File: src/rtl/inv_mix_col_sched_if.sv
// Request/response bus between the two requesters and the
// InvMixColumns column scheduler.
interface inv_mix_col_sched_if;
    logic         Req0Valid;
    logic [127:0] Req0Data;
    logic         Req0Ready;
    logic         Req1Valid;
    logic [127:0] Req1Data;
    logic         Req1Ready;
    logic         Resp0Valid;
    logic         Resp1Valid;
    logic [127:0] RespData;

    modport master (
        output Req0Valid, Req0Data, Req1Valid, Req1Data,
        input  Req0Ready, Req1Ready, Resp0Valid, Resp1Valid, RespData
    );

    modport slave (
        input  Req0Valid, Req0Data, Req1Valid, Req1Data,
        output Req0Ready, Req1Ready, Resp0Valid, Resp1Valid, RespData
    );
endinterface

File: src/rtl/inv_mix_col_sched.sv
// Two-port round-robin scheduler streaming 128-bit blocks column by
// column through one shared InvMixColumns unit of latency COL_LAT.
module inv_mix_col_sched #(
    parameter int COL_LAT = 3
) (
    input  logic                      Clk,
    input  logic                      Rst,
    inv_mix_col_sched_if.slave        bus,
    output logic [31:0]               ColUnitIn,
    input  logic [31:0]               ColUnitOut,
    output logic                      Busy
);

    localparam int KW = $clog2(COL_LAT + 4);

    localparam logic [1:0] IDLE = 2'd0;
    localparam logic [1:0] RUN  = 2'd1;
    localparam logic [1:0] DONE = 2'd2;

    localparam logic [KW-1:0] K_LAT  = KW'(COL_LAT);
    localparam logic [KW-1:0] K_LAST = KW'(COL_LAT + 3);

    logic [1:0]    state_q, state_d;
    logic          ptr_q, ptr_d;
    logic          owner_q, owner_d;
    logic [KW-1:0] k_q, k_d;
    logic [127:0]  blk_q, blk_d;
    logic [127:0]  res_q, res_d;
    logic [127:0]  rdata_q, rdata_d;

    logic acc0, acc1;

    assign bus.Req0Ready = !Rst && state_q == IDLE && bus.Req0Valid &&
                           (!bus.Req1Valid || !ptr_q);
    assign bus.Req1Ready = !Rst && state_q == IDLE && bus.Req1Valid &&
                           (!bus.Req0Valid || ptr_q);

    assign acc0 = bus.Req0Valid && bus.Req0Ready;
    assign acc1 = bus.Req1Valid && bus.Req1Ready;

    // Block and result both shift by one column per cycle, so the
    // outgoing column is always the top word and results land in order.
    assign ColUnitIn = (state_q == RUN) ? blk_q[127:96] : 32'h0;

    assign bus.Resp0Valid = state_q == DONE && !owner_q;
    assign bus.Resp1Valid = state_q == DONE &&  owner_q;
    assign bus.RespData   = rdata_q;
    assign Busy           = state_q != IDLE;

    always_comb begin
        state_d = state_q;
        ptr_d   = ptr_q;
        owner_d = owner_q;
        k_d     = k_q;
        blk_d   = blk_q;
        res_d   = res_q;
        rdata_d = rdata_q;
        unique case (state_q)
            IDLE: begin
                if (acc0 || acc1) begin
                    state_d = RUN;
                    owner_d = acc1;
                    ptr_d   = !acc1;
                    k_d     = '0;
                    blk_d   = acc1 ? bus.Req1Data : bus.Req0Data;
                end
            end
            RUN: begin
                blk_d = {blk_q[95:0], 32'h0};
                if (k_q >= K_LAT) begin
                    res_d = {res_q[95:0], ColUnitOut};
                end
                if (k_q == K_LAST) begin
                    state_d = DONE;
                    rdata_d = res_d;
                end else begin
                    k_d = k_q + KW'(1);
                end
            end
            DONE: begin
                state_d = IDLE;
            end
            default: begin
                state_d = IDLE;
            end
        endcase
    end

    always_ff @(posedge Clk) begin
        if (Rst) begin
            state_q <= IDLE;
            ptr_q   <= 1'b0;
            owner_q <= 1'b0;
            k_q     <= '0;
            blk_q   <= '0;
            res_q   <= '0;
            rdata_q <= '0;
        end else begin
            state_q <= state_d;
            ptr_q   <= ptr_d;
            owner_q <= owner_d;
            k_q     <= k_d;
            blk_q   <= blk_d;
            res_q   <= res_d;
            rdata_q <= rdata_d;
        end
    end

endmodule
File: src/flat_wrapper.sv
// flat-port wrapper written by rule: the top's interface ports become plain ports
module inv_mix_col_sched_flat 
#(
    parameter int COL_LAT = 3
)
  (Clk, Rst, ColUnitIn, ColUnitOut, Busy, bus_Req0Valid, bus_Req0Data, bus_Req1Valid, bus_Req1Data, bus_Req0Ready, bus_Req1Ready, bus_Resp0Valid, bus_Resp1Valid, bus_RespData);
  inv_mix_col_sched_if bus_i ();
  input  logic Clk;
  input  logic Rst;
  output logic [31:0] ColUnitIn;
  input  logic [31:0] ColUnitOut;
  output logic Busy;
  input wire logic [$bits(bus_i.Req0Valid)-1:0] bus_Req0Valid;
  input wire logic [$bits(bus_i.Req0Data)-1:0] bus_Req0Data;
  input wire logic [$bits(bus_i.Req1Valid)-1:0] bus_Req1Valid;
  input wire logic [$bits(bus_i.Req1Data)-1:0] bus_Req1Data;
  output wire logic [$bits(bus_i.Req0Ready)-1:0] bus_Req0Ready;
  output wire logic [$bits(bus_i.Req1Ready)-1:0] bus_Req1Ready;
  output wire logic [$bits(bus_i.Resp0Valid)-1:0] bus_Resp0Valid;
  output wire logic [$bits(bus_i.Resp1Valid)-1:0] bus_Resp1Valid;
  output wire logic [$bits(bus_i.RespData)-1:0] bus_RespData;
  assign bus_i.Req0Valid = bus_Req0Valid;
  assign bus_i.Req0Data = bus_Req0Data;
  assign bus_i.Req1Valid = bus_Req1Valid;
  assign bus_i.Req1Data = bus_Req1Data;
  assign bus_Req0Ready = bus_i.Req0Ready;
  assign bus_Req1Ready = bus_i.Req1Ready;
  assign bus_Resp0Valid = bus_i.Resp0Valid;
  assign bus_Resp1Valid = bus_i.Resp1Valid;
  assign bus_RespData = bus_i.RespData;
  inv_mix_col_sched #(.COL_LAT(COL_LAT)) u_core (.Clk(Clk), .Rst(Rst), .bus(bus_i), .ColUnitIn(ColUnitIn), .ColUnitOut(ColUnitOut), .Busy(Busy));
endmodule
File: config.mk
export PLATFORM = sky130hd
export DESIGN_NAME = inv_mix_col_sched_flat
export DESIGN_NICKNAME = d
export VERILOG_FILES = /design/src/rtl/inv_mix_col_sched_if.sv /design/src/rtl/inv_mix_col_sched.sv /design/src/flat_wrapper.sv
export SDC_FILE = /design/constraint.sdc
export NUM_CORES = 1
export LEC_CHECK = 0
export CORE_UTILIZATION = 44
export CTS_BUF_LIST = sky130_fd_sc_hd__clkbuf_16
export DETAILED_ROUTE_END_ITERATION = 10
export GPL_ROUTABILITY_DRIVEN = 1
export PLACE_DENSITY = 0.77
export SETUP_SLACK_MARGIN = 0.05
export SLEW_MARGIN = 30
export SYNTH_ARGS = -nofsm -noshare
export SYNTH_HDL_FRONTEND = slang
export SYNTH_SLANG_ARGS = --single-unit
File: constraint.sdc
create_clock -name Clk -period 1.75 [get_ports Clk]
set_input_delay 0.525 -clock Clk [delete_from_list [all_inputs] [get_ports Clk]]
set_output_delay 0.525 -clock Clk [all_outputs]
set_load 0.01 [all_outputs]
Yosys cells after proc, flatten, opt, wreduce, memory -nomap -nowiden

Index checks and enable logic that the tools add are counted.

Register bits: 391
Input bits: 292
Output and inout bits: 165

$add $sub $neg: 1
Order comparisons: 1
Equal/unequal tests: 6
Multiplexer cells: 11
Reduce and logical (&&, ||, !) cells: 26

Operators by type and width:

| cell                | count |
|---|---|
| $mux 128            | 3 |
| $pmux 128 s2        | 1 |
| $mux 32             | 1 |
| $logic_and 1x1->1   | 9 |
| $reduce_and 2->1    | 4 |
| $logic_not 1->1     | 6 |
| $mux 3              | 2 |
| $ne 2x2->1 const B  | 3 |
| $pmux 3 s2          | 1 |
| $mux 2              | 2 |
| $pmux 2 s2          | 1 |
| $reduce_bool 2->1   | 2 |
| $add 3x1->3 const B | 1 |
| $eq 3x3->1 const B  | 1 |
| $ge 3x2->1 const B  | 1 |
| $logic_or 1x1->1    | 3 |
| $reduce_and 3->1    | 1 |
| $eq 2x1->1 const B  | 1 |
| $eq 2x2->1 const B  | 1 |
| $logic_not 2->1     | 1 |

Depth between registers and ports, before layout

Gate-level depths: netlist of run 1.

Depth after elaboration: 8
Gate-level depth with buffers: 8

Worst setup path before layout of run 1

Ideal clock, no wire load.

Path type: reg-to-reg
From: register u_core.k_q[0]
To: register u_core.rdata_q[100] (netlist: u_core.bus.RespData[100])
Data arrival time: 1.674 ns
Required time: 1.604 ns
Path slack: -0.070 ns
Cell stages (with the launch flop): 8
Buffers on the path: 2
Cells stage by stage: dfxtp_1 -> ha_1 -> ha_1 -> a211oi_2 -> buf_4 -> clkbuf_4 -> mux2i_1 -> a211oi_2

Cells in the longest elaborated chain, start to end: 2
Elaborated cells on any way between the ends: 4
Classes of those cells: order compare (1); eq/ne (1); mux (1); reduce/logical (1)

RTL lines:

| element                                             | RTL line                                         | source |
|---|---|---|
| start, declared                                     | inv_mix_col_sched.sv:26                          | `logic [KW-1:0] k_q, k_d;` |
| start signal, assigned                              | inv_mix_col_sched.sv:102                         | `k_q <= k_d;` |
| $ge 3x2->1 / $eq 3x3->1 (equally long branches)     | inv_mix_col_sched.sv:70, inv_mix_col_sched.sv:73 |  |
| $mux 128 / $reduce_and 2->1 (equally long branches) | -                                                |  |
| end signal, assigned                                | inv_mix_col_sched.sv:105                         | `rdata_q <= rdata_d;` |
| end, declared                                       | inv_mix_col_sched.sv:29                          | `logic [127:0] rdata_q, rdata_d;` |

Several ways; a longest one is shown, not always the timed one.
A chain may end at the register's enable or synchronous reset.

Worst setup path after layout of run 1

From: register u_core.state_q[1]
To: register u_core.rdata_q[86] (netlist: u_core.bus.RespData[86])

Cells in the longest elaborated chain, start to end: 2

RTL lines:

| element                    | RTL line                | source |
|---|---|---|
| start, declared            | inv_mix_col_sched.sv:23 | `logic [1:0] state_q, state_d;` |
| start signal, assigned     | inv_mix_col_sched.sv:99 | `state_q <= state_d;` |
| $eq 2x1->1                 | inv_mix_col_sched.sv:58 | `unique case (state_q)` |
| $reduce_and 2->1 (no line) | -                       |  |

No other way between the ends.

==> metrics.md, run 1 <==
| Metric | Value |
|---|---|
| Worst Path Required | `2.16 ns` |
| Status | `finished, violations left` |
| Clock-pin slew on the worst setup and hold paths | `~0.07 ns` |
| FF-to-FF End | `u_core.bus.RespData[86]` |
| Max-Cap Viols | `0` |
| Worst Path Max Fanout | `30` |
| Worst-margin pin slew | `1.215 ns` |
| EDFF count, synth | `0` |
| FF-to-FF setup slack | `-0.84 ns` |
| Die area | `between 0.03 and 0.04 mm2` |
| Pre-CTS setup slack | `-0.6744 ns` |
| Worst Setup EP | `u_core.bus.RespData[86]` |
| Failing checks | `negative setup slack` |
| Post-route ant nets | `0` |
| Placed cells | `roughly 2900` |
| Cell area after layout | `approximately 0.031 mm2` |
| Initial DRC count | `2378` |
| Finished Layout Cells | `3119` |
| Worst Setup SP | `u_core.state_q[1]` |
| Crit end category | `flop` |
| Initial Util | `between 40% and 50%` |
| TritonCTS clock tree | `done` |
| Clock Skew | `about 0.062 ns` |
| Hold Fails Final Rpt | `0` |
| Max frequency | `around 390 MHz` |
| First-pass GRT wire length | `100600 um` |
| Tmin final | `~2.6 ns` |
| Worst skew pair latency | `0.61 ns` |
| Synth Net Count | `2292` |
| Port-buffer cells | `between 400 and 500` |
| Leak | `approximately 12 nW` |
| GPL Wtd Cong | `0.8956` |
| Ranking of synthesized cells by instance count | `dfxtp_1, nand2_1, nor3_1` |
| Drt via density | `6.531` |
| Final setup fails | `around 440` |
| Max Slew Vio Count | `0` |
| H-Tree Level Count | `2` |
| Slew HR | `a little under a fifth` |
| Setup TNS | `-70.62 ns` |
| Mapped Avg Cell Area | `between 8 and 9 um2` |
| Core area | `between 0.03 and 0.04 mm2` |
| Peak supply drop | `around 650 uV` |
| Clock buffer count from CTS | `42` |
| Die W | `just under 200 um` |
| CP Class | `reg -> reg` |
| Final hold slack | `0.4461 ns` |
| Hold crit path type | `reg -> reg` |
| Clk buf depth | `3` |
| RSZ-0062 raised after global routing | `yes` |
| Synth unique cells | `36` |
| Pin count of the biggest net entering global routing | `between 150 and 200` |
| Mapped Area | `0.01707 mm2` |
| GR Util All Layers | `between 30% and 40%` |
| Syn. warnings | `0` |
| Register area share after synthesis | `around 46%` |
| Worst r2r src | `u_core.state_q[1]` |
| WP data arrival | `~3.0 ns` |
| Nets | `about 2900` |
| Vias after detailed routing | `20370` |
| Final worst path period share | `147.9%` |
| GRT overflow | `0` |
| Site row count | `71` |
| Vias in the first global route | `roughly 17000` |
| Top cell type's share of synthesized area | `a little under half` |
| Area leader, netlist | `dfxtp_1` |
| R2R cell count | `8` |
| Cell count after synthesis | `about 2000` |
| Ys flop type | `dfxtp_1` |
| Synth area leaders | `dfxtp_1, mux2i_1, nand2_1` |
| Post-synth ARST share | `0%` |
| Utilization after layout | `roughly 83%` |
| Final worst slack | `-0.8388 ns` |
| PwrDens | `717.4 mW/mm2` |
| Num ports | `approximately 460` |
| Clock Sinks | `roughly 390` |
| Startpoint types | `flop` |
| Drt total wl | `approximately 97000 um` |
| Antenna violations before repair | `11` |
| Share of cells above drive strength 1 | `about 44%` |
| Hold Buf Count CTS | `0` |
| Drt wl/cell | `between 30 and 40 um` |
| Clock root buffer | `clkbuf_16` |
| Power after layout | `22.55 mW` |
| Router iterations before antenna repair | `6` |
| DP Area | `between 0.02 and 0.025 mm2` |
| Post-DP HPWL | `around 42000 um` |
| Area growth syn-to-layout | `84.11%` |
| Flops & latches, synth | `391` |
| Most common cell in the synthesized netlist | `dfxtp_1` |
| Height of the die | `199.0 um` |
| # DRC | `0` |
==> layout by cell type (no fill, tap or decap), drive strengths merged <==
master           n
a211oi         129
a21boi           1
a21oi          129
a2bb2oi          2
a31o             1
and2             1
and3             3
buf            261
bufinv           5
clkbuf          94
clkdlybuf4s15   93
clkdlybuf4s50  288
clkinv          17
clkinvlp         1
dfxtp          391
diode           10
dlygate4sd2     19
ha               3
inv             46
mux2i          160
nand2          355
nand2b           3
nand3            1
nor2           165
nor2b            1
nor3           197
nor3b            1
o211ai           1
o21a             3
o21ai          130
o31ai           65
o32ai           31
or2              1
==> report_power, final <==
| group | switching [mW] | leakage [nW] | total (mW) | internal (mW) |
|---|---|---|---|---|
| Clock | 4.17 | 0.700 | 9.33 | 5.16 |
| Combinational | 1.85 | 8.09 | 3.73 | 1.88 |
| Sequential | 0.275 | 3.20 | 9.49 | 9.21 |
==> state kept, by name, summed over array words and instances, names as in the netlist <==
name,count
u_core.blk_q,128
u_core.res_q,128
u_core.bus.RespData,128
u_core.k_q,3
u_core.owner_q,1
u_core.ptr_q,1
u_core.state_q,2
==> how the worst min path moves through the flow <==
stage                                 from          endpoint  depth (start not counted)
final                      u_core.blk_q[0]   u_core.blk_q[0]                          2
after detailed placement  u_core.blk_q[61]  u_core.blk_q[61]                          2
after global placement    u_core.blk_q[22]  u_core.blk_q[22]                          2
after floorplan           u_core.blk_q[35]  u_core.blk_q[35]                          2
after CTS                 u_core.blk_q[61]  u_core.blk_q[61]                          2
after global routing       u_core.blk_q[8]   u_core.blk_q[8]                          2
==> worst max-delay path, stage by stage (launching register included) <==
cell and delay [ns]:
dfxtp_2 0.33, nand2b_4 0.25, buf_8 0.19, buf_4 0.16, nor2_4 0.15, buf_8 0.18, buf_12 0.22, nor2_1 0.13
a211oi_2 0.82
==> cells by family after synthesis <==
family | synth area share, %
and+or+nand+nor | 17.85
AOI/OAI and AO/OA | 19.88
DFF | 45.85
buffers and inverters | 6.823
muxes | 9.381
adders and majority gates | 0.2199
==> repair_timing <==
action / CTS / global route
gates resized for setup: 730 / 946
pin swaps: 35 / 326
endpoints found under the setup margin: 509 / 479
gates cloned: 34 / 68
setup buffers: 40 / 34
==> per-layer routing <==
layer	global-route usage [%]	share of wire (%)	routed length, um
met1	38.49	32	31370
met2	56.46	45	43950
met3	8.325	12	12000
met4	19.60	9.8	9494
met5	0	0.057	55
==> layout make-up <==
cell class / count / area [um2]
Antenna cell: 10 / 25.02
Clock buffer: 42 / 1051
Multi-Input combinational cell: 1383 / 12200
Fill cell: 1750 / 6502
Sequential cell: 391 / 7874
Inverter: 36 / 137.6
Tap cell: 511 / 639.4
Timing Repair Buffer: 713 / 9181
Clock inverter: 33 / 326.6
Power figures use the tool's default switching activity.
==> inputs of run 2 (changes only) <==
--- a/config.mk
+++ b/config.mk
@@ -5,6 +5,7 @@
 export SDC_FILE = /design/constraint.sdc
 export NUM_CORES = 1
 export LEC_CHECK = 0
+export CAP_MARGIN = 25
 export CORE_UTILIZATION = 44
 export CTS_BUF_LIST = sky130_fd_sc_hd__clkbuf_16
 export DETAILED_ROUTE_END_ITERATION = 10
==> results of run 2 <==
Final layout, timing and power as in run 1 (identical DEF).
